[config.mk]
export PLATFORM = sky130hd
export DESIGN_NAME = bp_be_stride_detector_flat
export DESIGN_NICKNAME = d
export VERILOG_FILES = /design/src/rtl/bp_be_pkg.sv /design/src/rtl/bp_be_stride_detector_if.sv /design/src/rtl/bp_be_stride_table.sv /design/src/rtl/bp_be_stride_detector.sv /design/src/flat_wrapper.sv
export SDC_FILE = /design/constraint.sdc
export NUM_CORES = 2
export LEC_CHECK = 0
export ABC_AREA = 1
export ABC_CLOCK_PERIOD_IN_PS = 6500
export BUFFER_PORTS_ARGS = -buffer_cell sky130_fd_sc_hd__buf_2
export CORE_MARGIN = 1
export CORE_UTILIZATION = 48
export DETAILED_ROUTE_END_ITERATION = 8
export HOLD_SLACK_MARGIN = 0.08
export PLACE_DENSITY = 0.72
export REMOVE_ABC_BUFFERS = 1
export SYNTH_ARGS = -nofsm -noshare
export SYNTH_HDL_FRONTEND = slang
export SYNTH_SLANG_ARGS = --single-unit
[constraint.sdc]
create_clock -name clk_i -period 6.5 [get_ports clk_i]
set_input_delay 1.3 -clock clk_i [delete_from_list [all_inputs] [get_ports clk_i]]
set_output_delay 1.3 -clock clk_i [all_outputs]
set_load 0.02 [all_outputs]
[src/rtl/bp_be_pkg.sv]
// Shared types for the backend stride-load detector: processor config,
// FSM state encoding, stride table entry layout and small helpers.
package bp_be_pkg;

  // Processor configurations known to this slice
  typedef enum logic [0:0] {
    e_bp_default_cfg = 1'b0
  } bp_params_e;

  localparam int bp_vaddr_width_gp = 39;

  // Virtual address width selected by a processor configuration
  function automatic int vaddr_width_f(input bp_params_e cfg);
    case (cfg)
      e_bp_default_cfg: vaddr_width_f = bp_vaddr_width_gp;
      default:          vaddr_width_f = bp_vaddr_width_gp;
    endcase
  endfunction

  typedef enum logic [1:0] {
    IDLE     = 2'd0,
    DISCOVER = 2'd1,
    WAIT_CNT = 2'd2,
    ISSUE    = 2'd3
  } bp_be_stride_state_e;

  typedef struct packed {
    logic                         v;
    logic [bp_vaddr_width_gp-1:0] pc;
    logic [bp_vaddr_width_gp-1:0] last_addr;
    logic [bp_vaddr_width_gp-1:0] stride;
    logic [1:0]                   conf;
    logic                         lock;
  } bp_be_stride_entry_s;

  // Two-bit saturating increment used for stride confidence
  function automatic logic [1:0] conf_sat_inc_f(input logic [1:0] c);
    conf_sat_inc_f = (c == 2'b11) ? 2'b11 : (c + 2'b01);
  endfunction

endpackage

[src/rtl/bp_be_stride_detector_if.sv]
// Discovery, iteration-count and prefetch signals of the stride detector.
// master = the detector, slave = the load/prefetch environment.
interface bp_be_stride_detector_if
  #(parameter int vaddr_width_p = 39
    , parameter int count_width_p = 8
    );

  logic                     ld_v_i;
  logic [vaddr_width_p-1:0] ld_pc_i;
  logic [vaddr_width_p-1:0] ld_addr_i;

  logic                     start_discovery_o;
  logic                     confirm_discovery_o;
  logic [vaddr_width_p-1:0] striding_pc_o;

  logic [count_width_p-1:0] remaining_iterations_i;
  logic                     v_i;
  logic                     yumi_o;

  logic                     pf_v_o;
  logic [vaddr_width_p-1:0] pf_addr_o;
  logic                     pf_ready_and_i;

  modport master (
    input  ld_v_i, ld_pc_i, ld_addr_i, remaining_iterations_i, v_i, pf_ready_and_i,
    output start_discovery_o, confirm_discovery_o, striding_pc_o, yumi_o, pf_v_o, pf_addr_o
  );

  modport slave (
    output ld_v_i, ld_pc_i, ld_addr_i, remaining_iterations_i, v_i, pf_ready_and_i,
    input  start_discovery_o, confirm_discovery_o, striding_pc_o, yumi_o, pf_v_o, pf_addr_o
  );

endinterface

[src/rtl/bp_be_stride_table.sv]
// Fully associative PC-indexed stride table: CAM lookup, stride/confidence
// update, and round-robin allocation that never evicts the locked entry.
module bp_be_stride_table
  import bp_be_pkg::*;
  #(parameter int entries_p = 4
    , parameter int idx_width_p = (entries_p > 1) ? $clog2(entries_p) : 1
    )
   (input  logic                         clk_i
    , input  logic                       reset_i
    , input  logic                       ld_v_i
    , input  logic [bp_vaddr_width_gp-1:0] ld_pc_i
    , input  logic [bp_vaddr_width_gp-1:0] ld_addr_i
    // lock the entry hit by the current load
    , input  logic                       lock_v_i
    // release the locked entry and clear its confidence
    , input  logic                       unlock_v_i
    , input  logic [idx_width_p-1:0]     lock_idx_i
    , output logic                       hit_o
    , output logic [idx_width_p-1:0]     hit_idx_o
    , output logic [1:0]                 conf_o
    , output logic                       stride_match_o
    , output logic [bp_vaddr_width_gp-1:0] hit_stride_o
    , output logic [bp_vaddr_width_gp-1:0] lock_last_addr_o
    );

  bp_be_stride_entry_s [entries_p-1:0] tbl_q, tbl_d;
  logic [idx_width_p-1:0] rr_q, rr_d;

  logic [entries_p-1:0]         match_s;
  logic [entries_p-1:0]         inv_s;
  logic [idx_width_p-1:0]       hit_idx_s, inv_idx_s, victim_s, alloc_idx_s;
  bp_be_stride_entry_s          hit_e_s;
  logic [bp_vaddr_width_gp-1:0] delta_s;
  logic                         stride_match_s;
  logic [1:0]                   conf_new_s;

  function automatic logic [idx_width_p-1:0] next_idx_f(input logic [idx_width_p-1:0] i);
    if (i == idx_width_p'(entries_p - 1)) begin
      next_idx_f = '0;
    end else begin
      next_idx_f = i + idx_width_p'(1);
    end
  endfunction

  // CAM lookup, delta/stride comparison and allocation choice
  always_comb begin
    match_s   = '0;
    inv_s     = '0;
    hit_idx_s = '0;
    inv_idx_s = '0;
    for (int i = 0; i < entries_p; i++) begin
      match_s[i] = tbl_q[i].v && (tbl_q[i].pc == ld_pc_i);
      inv_s[i]   = !tbl_q[i].v;
    end
    // descending scan leaves the lowest matching / invalid index
    for (int i = entries_p - 1; i >= 0; i--) begin
      if (match_s[i]) begin
        hit_idx_s = idx_width_p'(i);
      end else begin
        hit_idx_s = hit_idx_s;
      end
      if (inv_s[i]) begin
        inv_idx_s = idx_width_p'(i);
      end else begin
        inv_idx_s = inv_idx_s;
      end
    end
    hit_e_s        = tbl_q[hit_idx_s];
    delta_s        = ld_addr_i - hit_e_s.last_addr;
    stride_match_s = (delta_s == hit_e_s.stride) && (delta_s != '0);
    conf_new_s     = stride_match_s ? conf_sat_inc_f(hit_e_s.conf) : 2'b00;
    // at most one entry is locked, so stepping past it once is enough
    victim_s       = tbl_q[rr_q].lock ? next_idx_f(rr_q) : rr_q;
    alloc_idx_s    = (|inv_s) ? inv_idx_s : victim_s;
  end

  // Next table contents: hit update or miss allocation, then lock control
  always_comb begin
    tbl_d = tbl_q;
    rr_d  = rr_q;
    if (ld_v_i && (|match_s)) begin
      tbl_d[hit_idx_s].stride    = stride_match_s ? hit_e_s.stride : delta_s;
      tbl_d[hit_idx_s].conf      = conf_new_s;
      tbl_d[hit_idx_s].last_addr = ld_addr_i;
    end else if (ld_v_i) begin
      tbl_d[alloc_idx_s] = '{v: 1'b1, pc: ld_pc_i, last_addr: ld_addr_i,
                             stride: '0, conf: 2'b00, lock: 1'b0};
      rr_d = next_idx_f(alloc_idx_s);
    end else begin
      rr_d = rr_q;
    end
    if (lock_v_i) begin
      tbl_d[hit_idx_s].lock = 1'b1;
    end else begin
      rr_d = rr_d;
    end
    // release wins over the same-cycle confidence update
    if (unlock_v_i) begin
      tbl_d[lock_idx_i].lock = 1'b0;
      tbl_d[lock_idx_i].conf = 2'b00;
    end else begin
      rr_d = rr_d;
    end
  end

  // Table and round-robin pointer state
  always_ff @(posedge clk_i) begin
    if (reset_i) begin
      tbl_q <= '0;
      rr_q  <= '0;
    end else begin
      tbl_q <= tbl_d;
      rr_q  <= rr_d;
    end
  end

  assign hit_o            = |match_s;
  assign hit_idx_o        = hit_idx_s;
  assign conf_o           = conf_new_s;
  assign stride_match_o   = stride_match_s;
  assign hit_stride_o     = hit_e_s.stride;
  assign lock_last_addr_o = tbl_q[lock_idx_i].last_addr;

endmodule

[src/rtl/bp_be_stride_detector.sv]
// Backend stride-load detector: starts and confirms an iteration-count
// discovery for a steadily striding load, then issues clamped prefetches.
module bp_be_stride_detector
  import bp_be_pkg::*;
  #(parameter bp_params_e bp_params_p = e_bp_default_cfg
    , parameter int entries_p = 4
    , parameter int confirm_threshold_p = 2
    , parameter int count_width_p = 8
    , parameter int pf_max_p = 16
    , parameter int timeout_p = 64
    )
   (input  logic clk_i
    , input  logic reset_i
    , bp_be_stride_detector_if.master io
    );

  localparam int vaddr_width_p = vaddr_width_f(bp_params_p);
  localparam int idx_width_lp  = (entries_p > 1) ? $clog2(entries_p) : 1;
  localparam int tmo_width_lp  = $clog2(timeout_p + 1);
  localparam logic [1:0] conf_thr_lp = 2'(confirm_threshold_p);
  localparam logic [count_width_p-1:0] pf_max_lp = count_width_p'(pf_max_p);
  localparam logic [tmo_width_lp-1:0]  tmo_last_lp = tmo_width_lp'(timeout_p - 1);

  bp_be_stride_state_e      state_q, state_d;
  logic [vaddr_width_p-1:0] striding_pc_q, striding_pc_d;
  logic [vaddr_width_p-1:0] stride_q, stride_d;
  logic [idx_width_lp-1:0]  lock_idx_q, lock_idx_d;
  logic [tmo_width_lp-1:0]  tmo_q, tmo_d;
  logic [count_width_p-1:0] cnt_q, cnt_d;
  logic [vaddr_width_p-1:0] pf_addr_q, pf_addr_d;
  logic                     pf_v_q, pf_v_d;
  logic                     start_q, start_d;
  logic                     confirm_q, confirm_d;

  logic                     hit_s, stride_match_s, lock_v_s, unlock_v_s;
  logic                     trigger_s, locked_hit_s;
  logic [idx_width_lp-1:0]  hit_idx_s;
  logic [1:0]               conf_s;
  logic [vaddr_width_p-1:0] hit_stride_s, lock_last_addr_s;
  logic [count_width_p-1:0] cnt_clamp_s;

  bp_be_stride_table #(.entries_p(entries_p), .idx_width_p(idx_width_lp)) u_table (
    .clk_i            (clk_i),
    .reset_i          (reset_i),
    .ld_v_i           (io.ld_v_i),
    .ld_pc_i          (io.ld_pc_i),
    .ld_addr_i        (io.ld_addr_i),
    .lock_v_i         (lock_v_s),
    .unlock_v_i       (unlock_v_s),
    .lock_idx_i       (lock_idx_q),
    .hit_o            (hit_s),
    .hit_idx_o        (hit_idx_s),
    .conf_o           (conf_s),
    .stride_match_o   (stride_match_s),
    .hit_stride_o     (hit_stride_s),
    .lock_last_addr_o (lock_last_addr_s)
  );

  // Load qualifiers and count clamp feeding the FSM
  always_comb begin
    trigger_s    = io.ld_v_i && hit_s && stride_match_s && (conf_s == conf_thr_lp);
    locked_hit_s = io.ld_v_i && hit_s && (hit_idx_s == lock_idx_q);
    cnt_clamp_s  = (io.remaining_iterations_i > pf_max_lp) ? pf_max_lp : io.remaining_iterations_i;
  end

  // Discovery / prefetch FSM next state and registered-output values
  always_comb begin
    state_d       = state_q;
    striding_pc_d = striding_pc_q;
    stride_d      = stride_q;
    lock_idx_d    = lock_idx_q;
    tmo_d         = tmo_q;
    cnt_d         = cnt_q;
    pf_addr_d     = pf_addr_q;
    pf_v_d        = pf_v_q;
    start_d       = 1'b0;
    confirm_d     = 1'b0;
    lock_v_s      = 1'b0;
    unlock_v_s    = 1'b0;
    case (state_q)
      IDLE: begin
        if (trigger_s) begin
          lock_v_s      = 1'b1;
          lock_idx_d    = hit_idx_s;
          striding_pc_d = io.ld_pc_i;
          stride_d      = hit_stride_s;
          start_d       = 1'b1;
          tmo_d         = '0;
          state_d       = DISCOVER;
        end else begin
          state_d = IDLE;
        end
      end
      DISCOVER: begin
        // a confirming load beats the timeout in the same cycle
        if (locked_hit_s && stride_match_s) begin
          confirm_d = 1'b1;
          state_d   = WAIT_CNT;
        end else if (locked_hit_s || (tmo_q == tmo_last_lp)) begin
          unlock_v_s = 1'b1;
          state_d    = IDLE;
        end else begin
          tmo_d = tmo_q + tmo_width_lp'(1);
        end
      end
      WAIT_CNT: begin
        if (io.v_i) begin
          cnt_d     = cnt_clamp_s;
          pf_addr_d = lock_last_addr_s + stride_q;
          if (cnt_clamp_s == '0) begin
            unlock_v_s = 1'b1;
            state_d    = IDLE;
          end else begin
            pf_v_d  = 1'b1;
            state_d = ISSUE;
          end
        end else begin
          state_d = WAIT_CNT;
        end
      end
      ISSUE: begin
        if (io.pf_ready_and_i) begin
          pf_addr_d = pf_addr_q + stride_q;
          cnt_d     = cnt_q - count_width_p'(1);
          if (cnt_q == count_width_p'(1)) begin
            unlock_v_s = 1'b1;
            pf_v_d     = 1'b0;
            state_d    = IDLE;
          end else begin
            state_d = ISSUE;
          end
        end else begin
          state_d = ISSUE;
        end
      end
      default: begin
        state_d = IDLE;
      end
    endcase
  end

  // FSM state, latched discovery context and registered outputs
  always_ff @(posedge clk_i) begin
    if (reset_i) begin
      state_q       <= IDLE;
      striding_pc_q <= '0;
      stride_q      <= '0;
      lock_idx_q    <= '0;
      tmo_q         <= '0;
      cnt_q         <= '0;
      pf_addr_q     <= '0;
      pf_v_q        <= 1'b0;
      start_q       <= 1'b0;
      confirm_q     <= 1'b0;
    end else begin
      state_q       <= state_d;
      striding_pc_q <= striding_pc_d;
      stride_q      <= stride_d;
      lock_idx_q    <= lock_idx_d;
      tmo_q         <= tmo_d;
      cnt_q         <= cnt_d;
      pf_addr_q     <= pf_addr_d;
      pf_v_q        <= pf_v_d;
      start_q       <= start_d;
      confirm_q     <= confirm_d;
    end
  end

  assign io.start_discovery_o   = start_q;
  assign io.confirm_discovery_o = confirm_q;
  assign io.striding_pc_o       = striding_pc_q;
  assign io.yumi_o              = (state_q == WAIT_CNT) && io.v_i;
  assign io.pf_v_o              = pf_v_q;
  assign io.pf_addr_o           = pf_addr_q;

endmodule

[src/flat_wrapper.sv]
// flat-port wrapper written by rule: the top's interface ports become plain ports
module bp_be_stride_detector_flat import bp_be_pkg::*;
#(parameter bp_params_e bp_params_p = e_bp_default_cfg
    , parameter int entries_p = 4
    , parameter int confirm_threshold_p = 2
    , parameter int count_width_p = 8
    , parameter int pf_max_p = 16
    , parameter int timeout_p = 64
    )
  (clk_i, reset_i, io_ld_v_i, io_ld_pc_i, io_ld_addr_i, io_remaining_iterations_i, io_v_i, io_pf_ready_and_i, io_start_discovery_o, io_confirm_discovery_o, io_striding_pc_o, io_yumi_o, io_pf_v_o, io_pf_addr_o);
  bp_be_stride_detector_if #(.vaddr_width_p((39)), .count_width_p(count_width_p)) io_i ();
  input  logic clk_i;
  input  logic reset_i;
  input wire logic [$bits(io_i.ld_v_i)-1:0] io_ld_v_i;
  input wire logic [$bits(io_i.ld_pc_i)-1:0] io_ld_pc_i;
  input wire logic [$bits(io_i.ld_addr_i)-1:0] io_ld_addr_i;
  input wire logic [$bits(io_i.remaining_iterations_i)-1:0] io_remaining_iterations_i;
  input wire logic [$bits(io_i.v_i)-1:0] io_v_i;
  input wire logic [$bits(io_i.pf_ready_and_i)-1:0] io_pf_ready_and_i;
  output wire logic [$bits(io_i.start_discovery_o)-1:0] io_start_discovery_o;
  output wire logic [$bits(io_i.confirm_discovery_o)-1:0] io_confirm_discovery_o;
  output wire logic [$bits(io_i.striding_pc_o)-1:0] io_striding_pc_o;
  output wire logic [$bits(io_i.yumi_o)-1:0] io_yumi_o;
  output wire logic [$bits(io_i.pf_v_o)-1:0] io_pf_v_o;
  output wire logic [$bits(io_i.pf_addr_o)-1:0] io_pf_addr_o;
  assign io_i.ld_v_i = io_ld_v_i;
  assign io_i.ld_pc_i = io_ld_pc_i;
  assign io_i.ld_addr_i = io_ld_addr_i;
  assign io_i.remaining_iterations_i = io_remaining_iterations_i;
  assign io_i.v_i = io_v_i;
  assign io_i.pf_ready_and_i = io_pf_ready_and_i;
  assign io_start_discovery_o = io_i.start_discovery_o;
  assign io_confirm_discovery_o = io_i.confirm_discovery_o;
  assign io_striding_pc_o = io_i.striding_pc_o;
  assign io_yumi_o = io_i.yumi_o;
  assign io_pf_v_o = io_i.pf_v_o;
  assign io_pf_addr_o = io_i.pf_addr_o;
  bp_be_stride_detector #(.bp_params_p(bp_params_p), .entries_p(entries_p), .confirm_threshold_p(confirm_threshold_p), .count_width_p(count_width_p), .pf_max_p(pf_max_p), .timeout_p(timeout_p)) u_core (.clk_i(clk_i), .reset_i(reset_i), .io(io_i));
endmodule
== Yosys cells after proc, flatten, opt, wreduce, memory -nomap -nowiden ==
Index checks and enable logic that the tools add are counted.
Operators by class
  add/sub/neg operators: 8
  order comparisons: 8
  eq/ne operators: 23
  muxes and demuxes: 80
  bitwise gates (word level): 2
  reductions and logical operators: 32
Operators by type and width (count)
  $bwmux W484: 7
  $mux W484: 4
  $demux W121 S2: 7
  $bmux W121 S2: 3
  $mux W81: 3
  $eq A39 B39 Y1: 5
  $mux W121: 1
  $mux W39: 3
  $add A39 B39 Y39: 2
  $pmux W39 S2: 1
  $mux W42: 1
  $mux W2: 20
  $reduce_bool A39 Y1: 1
  $sub A39 B39 Y39: 1
  $mux W8: 3
  $mux W7: 3
  $mux W1: 17
  $pmux W8 S2: 1
  $logic_and A1 B1 Y1: 14
  $pmux W7 S2: 1
  $eq A2 B2 Y1 const B: 6
  $lt A2 B3 Y1 const B: 4
  $ne A2 B2 Y1 const B: 5
  $eq A8 B1 Y1 const B: 1
  other kinds (26): 39
Storage, ports and cells
  register bits: 625
  bits of input ports: 91
  output and inout bits: 82
  word-level logic and storage cells: 188

== Logic depth before layout (Yosys ltp) ==
  depth after elaboration: 21
  depth in mapped cells: 50
  depth with buffers taken out: 43

== Modules after synthesis ==
From an unflattened synthesis, not the netlist that was laid out.
Second synthesis, totals
  cell total of the unflattened synthesis: 5839
  area, all modules: 37298.3 um^2
Modules (own cells, without submodules)
  bp_be_stride_table: times used 1, cells an instance 4587, area each 28970.3 um^2, seq. area each 9729.3 um^2
  bp_be_stride_detector: times used 1, cells an instance 1252, area each 8328.0 um^2, seq. area each 2782.7 um^2

== Worst setup path after synthesis ==
Ideal clock, no wire load.
  kind: input to register
  from: input port io_ld_pc_i[34]
  to: register u_core.stride_q[10]
  library setup time: 0.060 ns
  arrival time: 6.470 ns
  required time: 6.440 ns
  setup slack: -0.029 ns
  cell stages on the path: 44
  buffers on the path: 8
  cells stage by stage: buf_2 > inv_1 > nor2_1 > inv_1 > nand2_1 > nor2_1 > nand2_1 > nor2_1 > nand3_1 > nor2_4 > nand2_1 > nand2_1 > buf_4 > buf_2 > clkbuf_1 > clkbuf_1 > nor2_1 > o21ai_0 > (+8 left out) > xor2_1 > inv_1 > nand2_1 > nand2_1 > nor2_1 > nand2_1 > nor2_1 > nand3_1 > nor2_1 > nand3_2 > inv_2 > buf_6 > nand2_2 > inv_2 > buf_6 > buf_6 > nand2_1 > nand2_1
On the way
  word-level cells in the longest chain between the ends: 15
  elaborated cells on any way between the ends: 28
  classes of those cells: add/sub: 2; eq/ne: 7; mux: 8; reduce/logical: 11
RTL lines
  from (decl): RTL line flat_wrapper.sv:15  | input wire logic [$bits(io_i.ld_pc_i)-1:0] io_ld_pc_i;
  $eq A39 B39 Y1: RTL line bp_be_stride_table.sv:52  | match_s[i] = tbl_q[i].v && (tbl_q[i].pc == ld_pc_i);
  $logic_and A1 B1 Y1: RTL line bp_be_stride_table.sv:52
  $mux W2 (4 in series): RTL line bp_be_stride_table.sv:57  | if (match_s[i]) begin
  $bmux W121 S2: RTL line bp_be_stride_table.sv:68  | hit_e_s = tbl_q[hit_idx_s];
  $mux W81 (implied by the code): RTL line bp_be_stride_table.sv:68
  $sub A39 B39 Y39: RTL line bp_be_stride_table.sv:69  | delta_s = ld_addr_i - hit_e_s.last_addr;
  $eq A39 B39 Y1 or $reduce_bool A39 Y1 (tied branches): RTL line bp_be_stride_table.sv:70  | stride_match_s = (delta_s == hit_e_s.stride) && (delta_s != '0);
  $logic_and A1 B1 Y1: RTL line bp_be_stride_table.sv:70
  $mux W2: RTL line bp_be_stride_table.sv:71  | conf_new_s = stride_match_s ? conf_sat_inc_f(hit_e_s.conf) : 2'b00;
  $eq A2 B2 Y1: RTL line bp_be_stride_detector.sv:61  | trigger_s = io.ld_v_i && hit_s && stride_match_s && (conf_s == conf_thr_lp);
  $logic_and A1 B1 Y1: RTL line bp_be_stride_detector.sv:61
  $reduce_and A2 Y1 (no line)
  to (signal assigned): RTL line bp_be_stride_detector.sv:158  | stride_q <= stride_d;
  to (decl): RTL line bp_be_stride_detector.sv:26  | logic [vaddr_width_p-1:0] stride_q, stride_d;
Several ways; a longest one is shown, not always the timed one. The select of a mux whose other input is x is not followed.
A chain may end at the register's enable or synchronous reset.

== Worst setup path after layout ==
  from: input port io_ld_pc_i[15]
  to: register u_core.stride_q[15]
Same word-level chain as after synthesis.

==> impl_metrics.tcl <==
set metrics [dict create \
    dp_hpwl_um 121000 \
    required_ps 7080 \
    postPlaceCellArea_um2 43600 \
    final_antenna_net_count 0 \
    synth-async-reset-ratio_pct 0 \
    path_clk_slew_ps 60 \
    detail_route.vias_per_cell 5.88 \
    leakage_nw 22.2 \
    critical_path.most_common_cell "nand2_1" \
    final_layout_size_suffix_gt1_share_pct 20.7 \
    yosys_register_bits 625 \
    max_freq_mhz 158 \
    synth_ff_type "dfxtp_1" \
    drt-initial-drc-count 6766 \
    yosysWarnings 0 \
    ys_seq_area_share_pct 34.3 \
    first_pass_iters 9 \
    placed_cells 7404 \
    clock-root-buffer "clkbuf_16" \
    finalClockSkew_ps 29.6 \
    slowest_stage "ha_1" \
    design_area_um2 47400 \
    fin_crit_sh_pct 97.6 \
    cts_sinks 625 \
    overflow 0 \
    worstSetupPathType "in2reg" \
    arrival_ps 6920 \
    wl_per_cell_um 22.0 \
    ioPinCount 173 \
    finalNonFillerCells 7572 \
    drc 0 \
    final_nets 6716 \
    finalMaxSlewViolations 0 \
    slew_headroom_pct 32.1 \
    routed_wl_um 167000 \
    yosysTopAreaCell "dfxtp_1" \
    via_count 44500 \
    slowest_delay_ps 420 \
    port_buffers 172 \
    gp_congestion 1.08 \
    min_period_ps 6350 \
    post-synth-top-count-cell "nand2_1" \
    cts_tree "built" \
    dieArea_um2 77100 \
    hold_viol 0 \
    grt_pass1_vias 39200 \
    regArea_um2 12500 \
    num_rows 100 \
    grt_use_total_pct 40.9 \
    dieWidth_um 278 \
    synthTopCellsByCount "nand2_1 (1568), dfxtp_1 (625), nor2_1 (614), inv_1 (582), o21ai_0 (557)" \
    h-tree-depth 3 \
    grt_max_degree 164 \
    final_core_util_pct 63.3 \
    cts_buffers 74 \
    synth_edf_count 0 \
    n_fill_cell 6927 \
    fin_tns_setup_ps 0 \
    syn_inst 5767 \
    cts_buffer_depth 3 \
    ir_drop_mv 0.206 \
    syn2layout_area_growth_pct 30.0 \
    syn_avg_cell_area_um2 6.32 \
    synth.area.top_cells "dfxtp_1 (34%), nand2_1 (16%), o21ai_0 (7.6%), a21oi_1 (6.8%), nor2_1 (6.3%)" \
    hp-class "reg2reg" \
    ys_types 55 \
    die_h_um 278 \
    setup_viol 0 \
    end_kind "register" \
    worstPathMaxFanout 14 \
    netlist_area_um2 36500 \
    max-cap-violations 0 \
    antenna_found_initial 12 \
    multi_input_area_um2 21200 \
    core_area_um2 74800 \
    status "finished clean" \
    power_density_nw_per_um2 228 \
    initial_utilization_pct 48.7 \
    startpoint_type "input pin" \
    p_total_w 0.0108 \
    clk_latency_ps 650 \
    yosysTopAreaCellShare_pct 34.3 \
    grt_pass1_wl_um 241000 \
    tightest_slew_ps 1010 \
]
final cells by class:
type,count,share of cell area [%]
diodes,5,0.0264
clock buffers,98,4.46
clock inverters,38,0.974
inverters,635,5.10
multi-input cells,4215,44.7
flip-flops and latches,625,26.4
well taps,969,2.56
repair buffers,987,15.8
power by group:
part           internal, W  total (W)  switching (W)
combinational     0.000928    0.00231        0.00138
clock              0.00263    0.00446        0.00183
sequential         0.00394    0.00402      0.0000809
total              0.00750     0.0108        0.00330
cells in the final DEF (no fill, tap or decap), drive strengths merged, types with 3 or more instances in the layout:
cell / count
a211oi: 23
a21boi: 3
a21oi: 497
a221oi: 5
a22oi: 29
a31oi: 21
a41oi: 19
and2: 5
and3: 5
buf: 975
bufinv: 8
clkbuf: 110
clkinv: 27
clkinvlp: 6
dfxtp: 625
diode: 5
ha: 85
inv: 632
nand2: 1572
nand3: 330
nand3b: 24
nand4: 89
nor2: 621
nor3: 44
nor3b: 3
nor4: 26
nor4b: 6
o211ai: 62
o21ai: 565
o21bai: 26
o221ai: 47
o22ai: 3
or2: 6
or4: 5
xnor2: 41
xor2: 37
critical path: cells and delay by family:
family,cells,cell delay (ps)
compound gates,2,340
simple gates,29,3600
fa+ha+maj,1,420
buf+inv,8,1250
what timing repair did:
action / 4_1_cts / 5_1_grt
hold buffers: 0 / 0
pin swaps: 0 / 68
endpoints found under the setup margin: 103 / 103
resized for setup: 5 / 252
cloned: 0 / 7
setup buffers: 0 / 20
metrics by stage:
| step | setup WS (ps) | hold slack, ps |
|---|---|---|
| after floorplan | -3180 | 430 |
| after global placement | -1000 | 443 |
| after detailed placement | -1120 | 449 |
| after CTS | 22.4 | 456 |
| after global routing | -99.0 | 472 |
| final | 154 | 459 |
logic make-up (layout without fill, tap and decap cells):
logic type,count (synthesis),after routing,synth area share (%)
compound gates,1312,1312,19.9
xor+xnor,78,78,1.87
fa+ha+maj,87,87,3.03
buf+inv,927,1758,9.87
flops,625,625,34.3
other cells,0,5,0
simple gates,2738,2738,31.0
final timing paths:
kind	start	to	slack (ps)	cells after the start
max reg2reg	register	u_core.stride_q[15]	540	43
min reg2reg	register	register	460	2
max	io_ld_pc_i[15]	u_core.stride_q[15]	150	40
min	register	register	460	2
layer usage:
metal | share of wire, % | routed length (um) | global-route usage [%]
met1 | 43 | 71300 | 60.6
met2 | 39 | 65000 | 56.4
met3 | 15 | 24500 | 11.5
met4 | 3.4 | 5640 | 12.6
met5 | 0.093 | 155 | 0
No activity file was read; power rests on OpenSTA's default activity.
